$ cat config.mk
export PLATFORM = sky130hd
export DESIGN_NAME = sonar_echo_detect
export DESIGN_NICKNAME = d
export VERILOG_FILES = /design/src/rtl/sonar_echo_detect.sv
export SDC_FILE = /design/constraint.sdc
export NUM_CORES = 1
export LEC_CHECK = 0
export ABC_AREA = 1
export BUFFER_PORTS_ARGS = -buffer_cell sky130_fd_sc_hd__buf_4
export CELL_PAD_IN_SITES_DETAIL_PLACEMENT = 0
export CELL_PAD_IN_SITES_GLOBAL_PLACEMENT = 1
export CORE_MARGIN = 1.5
export CORE_UTILIZATION = 40
export CTS_CLUSTER_SIZE = 12
export DETAILED_ROUTE_END_ITERATION = 8
export GPL_ROUTABILITY_DRIVEN = 0
export HOLD_SLACK_MARGIN = 0.02
export PLACE_DENSITY = 0.78
export SYNTH_ARGS = -nofsm -noshare
export SYNTH_HDL_FRONTEND = slang
export SYNTH_SLANG_ARGS = --single-unit
export TNS_END_PERCENT = 100
$ cat constraint.sdc
create_clock -name clk -period 3.7 [get_ports clk]
set_input_delay 1.11 -clock clk [delete_from_list [all_inputs] [get_ports clk]]
set_output_delay 1.11 -clock clk [all_outputs]
set_load 0.005 [all_outputs]
$ cat src/rtl/sonar_echo_detect.sv
// sonar_echo_detect: time-of-flight measurement on the FIR output stream.
// A measurement starts on start. The first blank samples are ignored. The
// block then waits for CONFIRM consecutive rectified samples at or above
// threshold. It reports the index of the first sample of that run, or
// all-ones on timeout.
// Optional feature: define ECHO_PEAK_EN to add the peak-amplitude output.
module sonar_echo_detect #(
  parameter int N       = 16,
  parameter int T       = 16,
  parameter int CONFIRM = 2
) (
  input  logic         clk,
  input  logic         rst,
  input  logic         start,
  input  logic         en,
  input  logic [N-1:0] Y,
  input  logic [N-1:0] threshold,
  input  logic [T-1:0] blank,
  input  logic [T-1:0] timeout,
  output logic         busy,
  output logic         done,
  output logic         hit,
`ifdef ECHO_PEAK_EN
  output logic [N-1:0] peak,
`endif
  output logic [T-1:0] tof
);

  localparam int RW = $clog2(CONFIRM + 1);
  localparam logic [N-1:0] AMP_MAX = {1'b0, {(N-1){1'b1}}};
  localparam logic [N-1:0] Y_MIN   = {1'b1, {(N-1){1'b0}}};

  typedef enum logic [1:0] {
    S_IDLE,
    S_BLANK,
    S_SEARCH,
    S_DONE
  } state_t;

  state_t        r_state;
  logic [T-1:0]  r_k;
  logic [RW-1:0] r_run;
  logic [T-1:0]  r_run_start;
  logic          r_busy;
  logic          r_done;
  logic          r_hit;
  logic [T-1:0]  r_tof;
`ifdef ECHO_PEAK_EN
  logic [N-1:0]  r_peak;
`endif

  // Rectifier. The most negative input has no positive counterpart, so it
  // clamps to the largest positive amplitude.
  logic [N-1:0]  w_y_neg;
  logic [N-1:0]  w_amp;
  logic          w_above;
  assign w_y_neg = ~Y + 1'b1;
  assign w_amp   = !Y[N-1]      ? Y       :
                   (Y == Y_MIN) ? AMP_MAX : w_y_neg;
  assign w_above = (w_amp >= threshold);

  // The index compares use one extra bit so that k+1 cannot wrap to zero.
  logic [T:0]    w_k_next;
  logic          w_at_timeout;
  logic          w_past_blank;
  assign w_k_next     = {1'b0, r_k} + 1'b1;
  assign w_at_timeout = (w_k_next >= {1'b0, timeout});
  assign w_past_blank = (w_k_next >= {1'b0, blank});

  // Outside DONE the run counter stays below CONFIRM, so the increment
  // cannot overflow RW bits.
  logic [RW-1:0] w_run_inc;
  logic          w_detect;
  logic [T-1:0]  w_run_start;
  assign w_run_inc   = r_run + 1'b1;
  assign w_detect    = w_above && (w_run_inc == RW'(CONFIRM));
  assign w_run_start = (r_run == '0) ? r_k : r_run_start;

  // Measurement state machine with registered outputs.
  always_ff @(posedge clk or negedge rst) begin
    if (!rst) begin
      r_state     <= S_IDLE;
      r_k         <= '0;
      r_run       <= '0;
      r_run_start <= '0;
      r_busy      <= 1'b0;
      r_done      <= 1'b0;
      r_hit       <= 1'b0;
      r_tof       <= '0;
`ifdef ECHO_PEAK_EN
      r_peak      <= '0;
`endif
    end else begin
      // NOTE: done gets a default of 0 here and is raised only on the
      // decisive sample, so it is a one-cycle pulse with no clear logic.
      // All state updates use non-blocking assignment, so every branch
      // reads the values from before the edge.
      r_done <= 1'b0;
      if (start) begin
        // start wins over a coincident en, and it aborts any measurement
        // in progress without a done pulse.
        r_state     <= S_BLANK;
        r_k         <= '0;
        r_run       <= '0;
        r_run_start <= '0;
        r_busy      <= 1'b1;
        r_hit       <= 1'b0;
        r_tof       <= '0;
`ifdef ECHO_PEAK_EN
        r_peak      <= '0;
`endif
      end else begin
        case (r_state)
          S_BLANK: begin
            if (en) begin
              r_k <= w_k_next[T-1:0];
              if (w_at_timeout) begin
                r_state <= S_DONE;
                r_busy  <= 1'b0;
                r_done  <= 1'b1;
                r_hit   <= 1'b0;
                r_tof   <= '1;
              end else if (w_past_blank) begin
                r_state <= S_SEARCH;
              end
            end
          end
          S_SEARCH: begin
            if (en) begin
              r_k <= w_k_next[T-1:0];
`ifdef ECHO_PEAK_EN
              if (w_amp > r_peak) r_peak <= w_amp;
`endif
              if (w_detect) begin
                r_state <= S_DONE;
                r_busy  <= 1'b0;
                r_done  <= 1'b1;
                r_hit   <= 1'b1;
                r_tof   <= w_run_start;
              end else if (w_at_timeout) begin
                r_state <= S_DONE;
                r_busy  <= 1'b0;
                r_done  <= 1'b1;
                r_hit   <= 1'b0;
                r_tof   <= '1;
              end else begin
                r_run       <= w_above ? w_run_inc : '0;
                r_run_start <= w_run_start;
              end
            end
          end
          default: begin
            // IDLE and DONE ignore en and hold their results.
          end
        endcase
      end
    end
  end

  assign busy = r_busy;
  assign done = r_done;
  assign hit  = r_hit;
  assign tof  = r_tof;
`ifdef ECHO_PEAK_EN
  assign peak = r_peak;
`endif

endmodule

==> impl_metrics.ini, run 1 <==
[synth]
synth_edf_count = 0
yosys_warnings = 0
async_flop_share = 1.000
ys_ff_latch = 55
synth_cell_types = 38
synth_top_area_share = 0.2879
syn_area_per_cell_um2 = 6.801
syn_nets = 825
synthesis.area_mm2 = 0.004781
ys_seq_area_frac = 0.2879
synthCells = 703
synth_area_leader_cell = dfrtp_1
synth.most_common_cell = nand2_1
synth_top_flop_cell = dfrtp_1
synth_area_leaders = dfrtp_1 (29%), ha_1 (14%), nand2_1 (14%), inv_1 (10%), nand3_1 (5.9%)
synthTopCellsByCount = nand2_1 (176), inv_1 (130), nor2_1 (63)

[setup_path]
cpMaxStageDelayCell = ha_4
start_kind = input port
crit_fanout = 6
arrival_ns = 3.86
crit_type = input port to flip-flop
setup.worst_path.end_class = flip-flop
crit_path_max_incr_delay_ns = 0.21
crit_chain = buf_8 -> inv_6 -> ha_4 -> inv_4 -> nor3_4 -> nand4_1 -> inv_1 -> nand4_1 -> buf_6 -> buf_4 -> nand3_2 -> ha_4 -> a21oi_1 -> a21oi_1 -> nor2_2 -> nand3_4 -> buf_6 -> a21oi_4 -> nand2_4 -> buf_12 -> nand3_1 -> nand2_1
cp.required_ns = 3.89

[sta]
maxSlewViolCount = 0
finalCritPeriodShare = 0.9910
min_period_ns = 3.667
rsz0062_at_grt = true
worstMarginPinSlew_ns = 1.155
relSlewSlack = 0.2271
finalHoldViolCount = 0
fin_skew_ns = 0.01066
layout_setup_ws_ns = 0.03341
max_freq_mhz = 272.7
finalSetupViolations = 0

[run_status]
violations = design-rule violations
status = finished with violations

[power]
p_int_mw = 1.203
pwr-share-seq = 0.352
power_frac_comb = 0.373
p_sw_mw = 0.6896
clkPwrFrac = 0.275
ir_worst_vdd_v = 0.0002182
p_per_area_mw_per_mm2 = 294.5
switching_share = 0.3644
leakage_nw = 3.517

[route]
drc = 5
ant_nets = 0
drtPass1Iterations = 9
postRouteWirelength_um = 13020
viasPerCell = 4.995
post_drt_wl_per_cell_um = 13.56
drt_iter0_markers = 320
vias = 4795

[final_layout]
diodes = 0
area.growth.synth_to_final_pct = 34.39
layout-drive-gt1-share = 0.2778
finalNetCount = 938
fillers = 1143
stdcell_count = 960

[cts]
h-tree-depth = 2
clk_latency_ns = 0.30
cts-root-buf = clkbuf_16
cts_made_buffers = 5
clk_pin_slew_worst_paths_ns = 0.07
cts_tree = yes
numClockSinks = 55
cts_buffer_depth = 2

[floorplan]
coreArea_mm2 = 0.01152
dieHeight_um = 112.3
initial_core_util = 0.4151
die_area_mm2 = 0.01262
die_w_um = 112.3
rows = 39
ios = 87

[place]
dp_hpwl_um = 9812
post-place-ws_ns = -0.4588
io_buffers = 86
dp.cells = 940

[global_routing]
grt_pass1_vias = 4476
track_usage = 0.2014
grt_max_degree = 56
grt_pass1_wl_um = 20900
overflow = 0
antenna_found_initial = 0

[job]
maxCapViolCount = 0

[hold_path]
hold_path_class = flip-flop to flip-flop
## timing repair
action                                  in CTS  in global routing
hold endpoints to repair                     0                  0
gates cloned                                 0                  4
pin swaps                                    2                 33
resized for setup                            5                111
endpoints found under the setup margin      37                 38
setup buffers                                2                  6
hold buffers                                 0                  0
## stage by stage
| stage | power (mW) | cell area (um2) | hold slack, ns | utilization | setup TNS, ns |
|---|---|---|---|---|---|
| floorplan | 1.055 | 4781 | 0.4675 | - | 0 |
| global placement | 1.283 | 5728 | 0.4897 | 0.4974 | -12.54 |
| detailed placement | 1.293 | 5728 | 0.4927 | 0.4974 | -15.74 |
| CTS | 1.808 | 5924 | 0.5132 | 0.5145 | 0 |
| global route | 2.016 | 6425 | 0.5375 | 0.5579 | -3.143 |
| finish | 1.892 | 6425 | 0.5053 | 0.5579 | 0 |
## power groups by stage
stage	Combinational [mW]	Clock [mW]	Sequential, mW
after floorplan	0.388	0	0.667
after global placement	0.610	0	0.673
after detailed placement	0.617	0	0.675
after CTS	0.626	0.518	0.664
after global routing	0.791	0.553	0.672
final	0.706	0.520	0.666
## sequential cells by signal, indices dropped and copies added, names as in the netlist
name,count
r_k,16
r_run_start,16
tof,16
r_run,2
r_state,2
busy,1
done,1
hit,1
## critical path, delay by kind of cell
family          cells  cell delay (ns)
buf+inv             8             0.89
fa+ha+maj           2             0.34
compound gates      3             0.40
simple gates        9             1.08
## layer usage
metal / global-route usage / vias up / part of all wire
met5: 0 / - / 0
met4: 0.03544 / 0 / 0.0066
li1: - / 2450 / -
met1: 0.2907 / 2227 / 0.48
met2: 0.3264 / 112 / 0.47
met3: 0.02808 / 6 / 0.043
## layout make-up
cell class	count	area (um2)	area share
multi-input cells	500	3196	0.4974
flip-flops and latches	55	1376	0.2142
repair buffers	122	994.7	0.1548
inverters	132	519.2	0.08082
well taps	143	178.9	0.02785
clock buffers	7	152.6	0.02376
clock inverters	1	7.507	0.001168
## placed cells by master, fill, tap and decap left out, types with 3 or more instances in the layout
cell	n
nand3_2	13
buf_6	7
nor3_1	4
nand2_1	166
nand2_4	4
nand3_4	5
nand2_2	12
inv_4	3
nor3_4	3
inv_2	4
nor2_1	54
clkbuf_16	5
a21oi_1	32
nor2_4	5
nor2_2	10
a21oi_2	8
o22ai_1	8
o21ai_1	13
inv_1	122
or2_2	4
ha_4	5
o21ai_0	24
dfrtp_1	55
buf_4	110
xor2_1	10
nand3_1	40
ha_1	48
nand4_1	4
o21ai_2	7
nand2_8	4
buf_12	3
## path summary, 6_finish.rpt
| path | from | endpoint | slack (ns) | cells after the start |
|---|---|---|---|---|
| min in group asynchronous | rst | r_k[7] | 0.88 | 1 |
| setup reg to reg | r_k[2] | r_state[0] | 0.31 | 22 |
| setup / recovery | Y[1] | r_run_start[2] | 0.03 | 22 |
| max in group asynchronous | rst | r_run_start[4] | 2.33 | 1 |
| hold reg to reg | r_run_start[14] | r_run_start[14] | 0.51 | 2 |
| hold / removal | r_run_start[14] | r_run_start[14] | 0.51 | 2 |
## cells by family (layout without fill, tap and decap cells)
kind of cell | after synthesis | count (layout) | synth area share
AO/OA/AOI/OAI | 102 | 102 | 0.1225
adder cells (fa/ha/maj) | 54 | 54 | 0.1413
buffers and inverters | 150 | 262 | 0.1240
XOR/XNOR | 11 | 11 | 0.02015
AND/OR/NAND/NOR | 331 | 333 | 0.3041
flip-flops | 55 | 55 | 0.2879
Power figures use the tool's default switching activity.
==> run 2: changes to the inputs <==
- CTS_BUF_LIST: not set -> sky130_fd_sc_hd__clkbuf_16
==> run 2 against run 1 <==
Compared with the run above:
- via count shrank 1.4%
- cell area is 3.7% lower
- critical endpoint is now r_run_start[4]
- register-to-register slack improved by 0.02 ns
- largest power group unchanged
- wire length is 2.5% lower
- worst hold slack improved by 0.00076 ns
- the flow still finishes with violations (design-rule violations)
- clock power fell by 8.5%
- cell count is 0.73% lower
- critical path type unchanged
- flip-flop and latch count unchanged
==> impl_metrics.ini, run 2 (same netlist as run 1, synthesis figures left out) <==
[run_status]
status = finished with violations
violations = design-rule violations

[setup_path]
crit_fanout = 8
crit_type = input port to flip-flop
start_kind = input port
setup.worst_path.end_class = flip-flop
cp.required_ns = 3.88
arrival_ns = 3.83

[place]
io_buffers = 86
post-place-ws_ns = -0.4588
dp.cells = 940
place_area_mm2 = 0.005728
dp_hpwl_um = 9812

[route]
postRouteWirelength_um = 12690
drc = 5
post_drt_wl_per_cell_um = 13.31
ant_nets = 0
drtPass1Iterations = 9
vias = 4728
viasPerCell = 4.961
drt_iter0_markers = 269

[cts]
clk_pin_slew_worst_paths_ns = 0.07
cts_buffer_depth = 2
h-tree-depth = 2
hold_buffers = 0
cts_made_buffers = 5
cts-root-buf = clkbuf_16
numClockSinks = 55
clk_latency_ns = 0.30
cts_tree = yes

[sta]
worstMarginPinSlew_ns = 1.007
hold_ws_ns = 0.5061
max_freq_mhz = 273.8
maxSlewViolCount = 0
finalCritPeriodShare = 0.9870
tns_ns = 0
min_period_ns = 3.652
layout_setup_ws_ns = 0.04828
relSlewSlack = 0.3260
finalHoldViolCount = 0
finalSetupViolations = 0
fin_skew_ns = 0.007929
rsz0062_at_grt = true

[power]
ir_worst_vdd_v = 0.0002161
total_power_mw = 1.818
p_per_area_mw_per_mm2 = 293.8
leakage_nw = 3.436

[global_routing]
grt_max_degree = 56
grt_pass1_wl_um = 20810
antenna_found_initial = 0
grt_pass1_vias = 4437
overflow = 0
track_usage = 0.2006

[final_layout]
diodes = 0
postLayoutCoreUtil = 0.5374
stdcell_count = 953
fin_area_mm2 = 0.006188
final_common_cell = nand2_1
layout-drive-gt1-share = 0.2395
area.growth.synth_to_final_pct = 29.44
finalNetCount = 931
fillers = 1150
final_cell_mix = nand2_1 (172), inv_1 (124), buf_4 (107), nor2_1 (61), dfrtp_1 (55)

[floorplan]
coreArea_mm2 = 0.01152
ios = 87
initial_core_util = 0.4151
rows = 39
dieHeight_um = 112.3
die_w_um = 112.3
die_area_mm2 = 0.01262

[hold_path]
hold_path_class = flip-flop to flip-flop

[job]
maxCapViolCount = 0
[run 2: what timing repair did]
item                                    4_1_cts  5_1_grt
buffers inserted                              0        4
pin swaps                                     1       29
resized for setup                             5       61
cloned                                        0        1
endpoints found under the setup margin       37       38
[run 2: layout make-up]
type	count	area [um2]	area share
flip-flops and latches	55	1376	0.2224
clock buffers	5	125.1	0.02022
repair buffers	116	925.9	0.1496
inverters	132	513.0	0.08290
multi-input cells	499	3054	0.4935
clock inverters	3	15.01	0.002426
well taps	143	178.9	0.02891
[run 2: layer usage]
layer,GRT usage,wire (um)
met1,0.2910,6223
met2,0.3231,5851
met3,0.02808,500
met4,0.03544,114
met5,0,0
[run 2: path summary, 6_finish.rpt]
check,startpoint,slack [ns],cells after the start,endpoint
hold / removal,r_run_start[14],0.51,2,r_run_start[14]
max in group asynchronous,rst,2.35,1,r_run_start[4]
hold reg to reg,r_run_start[14],0.51,2,r_run_start[14]
setup / recovery,Y[1],0.05,23,r_run_start[4]
setup reg to reg,r_k[2],0.33,22,r_state[0]
min in group asynchronous,rst,0.88,1,hit
[run 2: report_power, final]
| group | internal, mW | total [mW] | leakage [nW] | switching (mW) |
|---|---|---|---|---|
| Clock | 0.247 | 0.476 | 0.0649 | 0.229 |
| Sequential | 0.636 | 0.666 | 0.757 | 0.0304 |
| Combinational | 0.266 | 0.676 | 2.61 | 0.410 |
[run 2: worst max-delay path, stage by stage]
cell and delay, ns:
buf_8 0.11, inv_6 0.05, ha_4 0.13, inv_4 0.04, nor3_4 0.18, nand4_1 0.16
inv_1 0.10, nand4_1 0.11, buf_6 0.16, buf_6 0.13, nand3_2 0.07, ha_4 0.20
a21o_1 0.17, nor2_1 0.09, nand2_1 0.08, nand2_1 0.09, nand3_2 0.10, buf_6 0.14
a21oi_4 0.18, nand2_4 0.14, buf_12 0.17, nand3_2 0.05, nand2_1 0.07
==> run 3: changes to the inputs <==
- CORE_ASPECT_RATIO: not set -> 1.25
- PLACE_DENSITY: 0.78 -> 0.84
==> run 3 against run 2 <==
Compared with the run above:
- the run now ends clean
- register-to-register slack better by 0.05 ns
- wire length down 4.8%
- combinational power down 3%
- non-clock buffer count down 1
- critical endpoint is now r_run_start[8]
- highest routed layer unchanged
==> impl_metrics.ini, run 3 (same netlist as run 1, synthesis figures left out) <==
[run_status]
status = finished clean

[setup_path]
crit_fanout = 7
critical_path_buf_inv_count = 8
cpMaxStageDelayCell = buf_6
setup.worst_path.end_class = flip-flop
cp.required_ns = 3.87
crit_chain = buf_8 -> inv_6 -> ha_4 -> inv_4 -> nor3_4 -> nand4_1 -> inv_1 -> nand4_1 -> buf_6 -> buf_4 -> nand3_4 -> ha_4 -> nand2_2 -> nor2_1 -> nor2_1 -> nand2_1 -> nand2_1 -> nand3_2 -> buf_6 -> a21oi_4 -> nand2_4 -> clkbuf_16 -> nand2_4 -> a21oi_2
crit_type = input port to flip-flop
start_kind = input port
crit_path_max_incr_delay_ns = 0.20
critical-path-top-delay-family = simple AND/OR/NAND/NOR gates
arrival_ns = 3.86

[power]
total_power_mw = 1.797
p_per_area_mw_per_mm2 = 290.9
leakage_nw = 3.441
ir_worst_vdd_v = 0.0002616

[place]
dp_hpwl_um = 9454
post-place-ws_ns = -0.4206
dp.cells = 957
io_buffers = 86

[floorplan]
dieHeight_um = 125.2
die_area_mm2 = 0.01262
die_w_um = 100.8
coreArea_mm2 = 0.01162
ios = 87
initial_core_util = 0.4116
rows = 44

[route]
viasPerCell = 4.811
post_drt_wl_per_cell_um = 12.47
drtPass1Iterations = 4
postRouteWirelength_um = 12080
ant_nets = 0
drc = 0
vias = 4662
drt_iter0_markers = 163

[global_routing]
track_usage = 0.1914
grt_pass1_vias = 4473
antenna_found_initial = 0
grt_pass1_wl_um = 19990
overflow = 0
grt_max_degree = 56

[job]
maxCapViolCount = 0

[final_layout]
diodes = 0
finalNetCount = 929
final_common_cell = nand2_1
layout-drive-gt1-share = 0.2401
area.growth.synth_to_final_pct = 29.23
fillers = 1118
stdcell_count = 969
final_cell_mix = nand2_1 (165), inv_1 (126), buf_4 (105), nor2_1 (61), dfrtp_1 (55)

[sta]
finalCritPeriodShare = 0.9971
rsz0062_at_grt = true
tns_ns = 0
finalHoldViolCount = 0
hold_ws_ns = 0.5027
relSlewSlack = 0.3306
finalSetupViolations = 0
worstMarginPinSlew_ns = 1.004
min_period_ns = 3.689
max_freq_mhz = 271.0
maxSlewViolCount = 0
layout_setup_ws_ns = 0.01060
fin_skew_ns = 0.01045

[cts]
cts_made_buffers = 5
clk_latency_ns = 0.29
cts-root-buf = clkbuf_16
cts_buffer_depth = 2
cts_tree = yes
h-tree-depth = 2
hold_buffers = 0
numClockSinks = 55
clk_pin_slew_worst_paths_ns = 0.07

[hold_path]
hold_path_class = flip-flop to flip-flop
-- run 3: cell count changes in the layout (fill, tap and decap cells not counted), sizes merged --
| cell | before | now |
|---|---|---|
| buf | 116 | 114 |
| clkbuf | 5 | 6 |
| clkinv | 2 | 1 |
| inv | 132 | 133 |
| nand2 | 185 | 184 |
-- run 3: area by class of cell --
cell class	instances	area, um2	area share
Clock buffer	5	125.1	0.02025
Timing Repair Buffer	115	927.1	0.1501
Inverter	132	505.5	0.08181
Clock inverter	3	23.77	0.003848
Sequential cell	55	1376	0.2228
Tap cell	161	201.4	0.03260
Multi-Input combinational cell	498	3019	0.4887
-- run 3: worst min-delay path: cells and delay by family (launching register included) --
kind,cells,cell delay [ns]
AND/OR/NAND/NOR,2,0.12
flip-flops,1,0.36
-- run 3: through the flow --
stage | util | instance area (um2)
floorplan | - | 4781
global placement | 0.4933 | 5731
detailed placement | 0.4933 | 5731
CTS | 0.5076 | 5897
global route | 0.5319 | 6178
finish | 0.5319 | 6178
-- run 3: path summary, 6_finish.rpt --
path / from / to / slack (ns) / cells after the start
max: Y[1] / r_run_start[8] / 0.01 / 24
min: r_run_start[2] / r_run_start[2] / 0.50 / 2
max reg2reg: r_k[2] / r_run_start[8] / 0.38 / 23
min reg2reg: r_run_start[2] / r_run_start[2] / 0.50 / 2
max in group asynchronous: rst / r_run[0] / 2.37 / 1
min in group asynchronous: rst / r_run_start[5] / 0.87 / 1
-- run 3: metal layers --
metal | track usage | wire, um
met5 | 0 | 0
met4 | 0.03480 | 116
met3 | 0.02068 | 457
met2 | 0.3366 | 5887
met1 | 0.2532 | 5621
-- run 3: where the power goes --
part / internal (mW) / total [mW] / switching [mW]
Clock: 0.255 / 0.478 / 0.223
Combinational: 0.262 / 0.657 / 0.394
Sequential: 0.636 / 0.663 / 0.0268
Total: 1.15 / 1.80 / 0.644
-- run 3: repair_timing --
item / in CTS / in global routing
hold endpoints to repair: 0 / 0
gates cloned: 0 / 1
pin swaps: 0 / 21
buffers inserted: 0 / 3
resized for setup: 4 / 58
setup endpoints to repair: 34 / 38
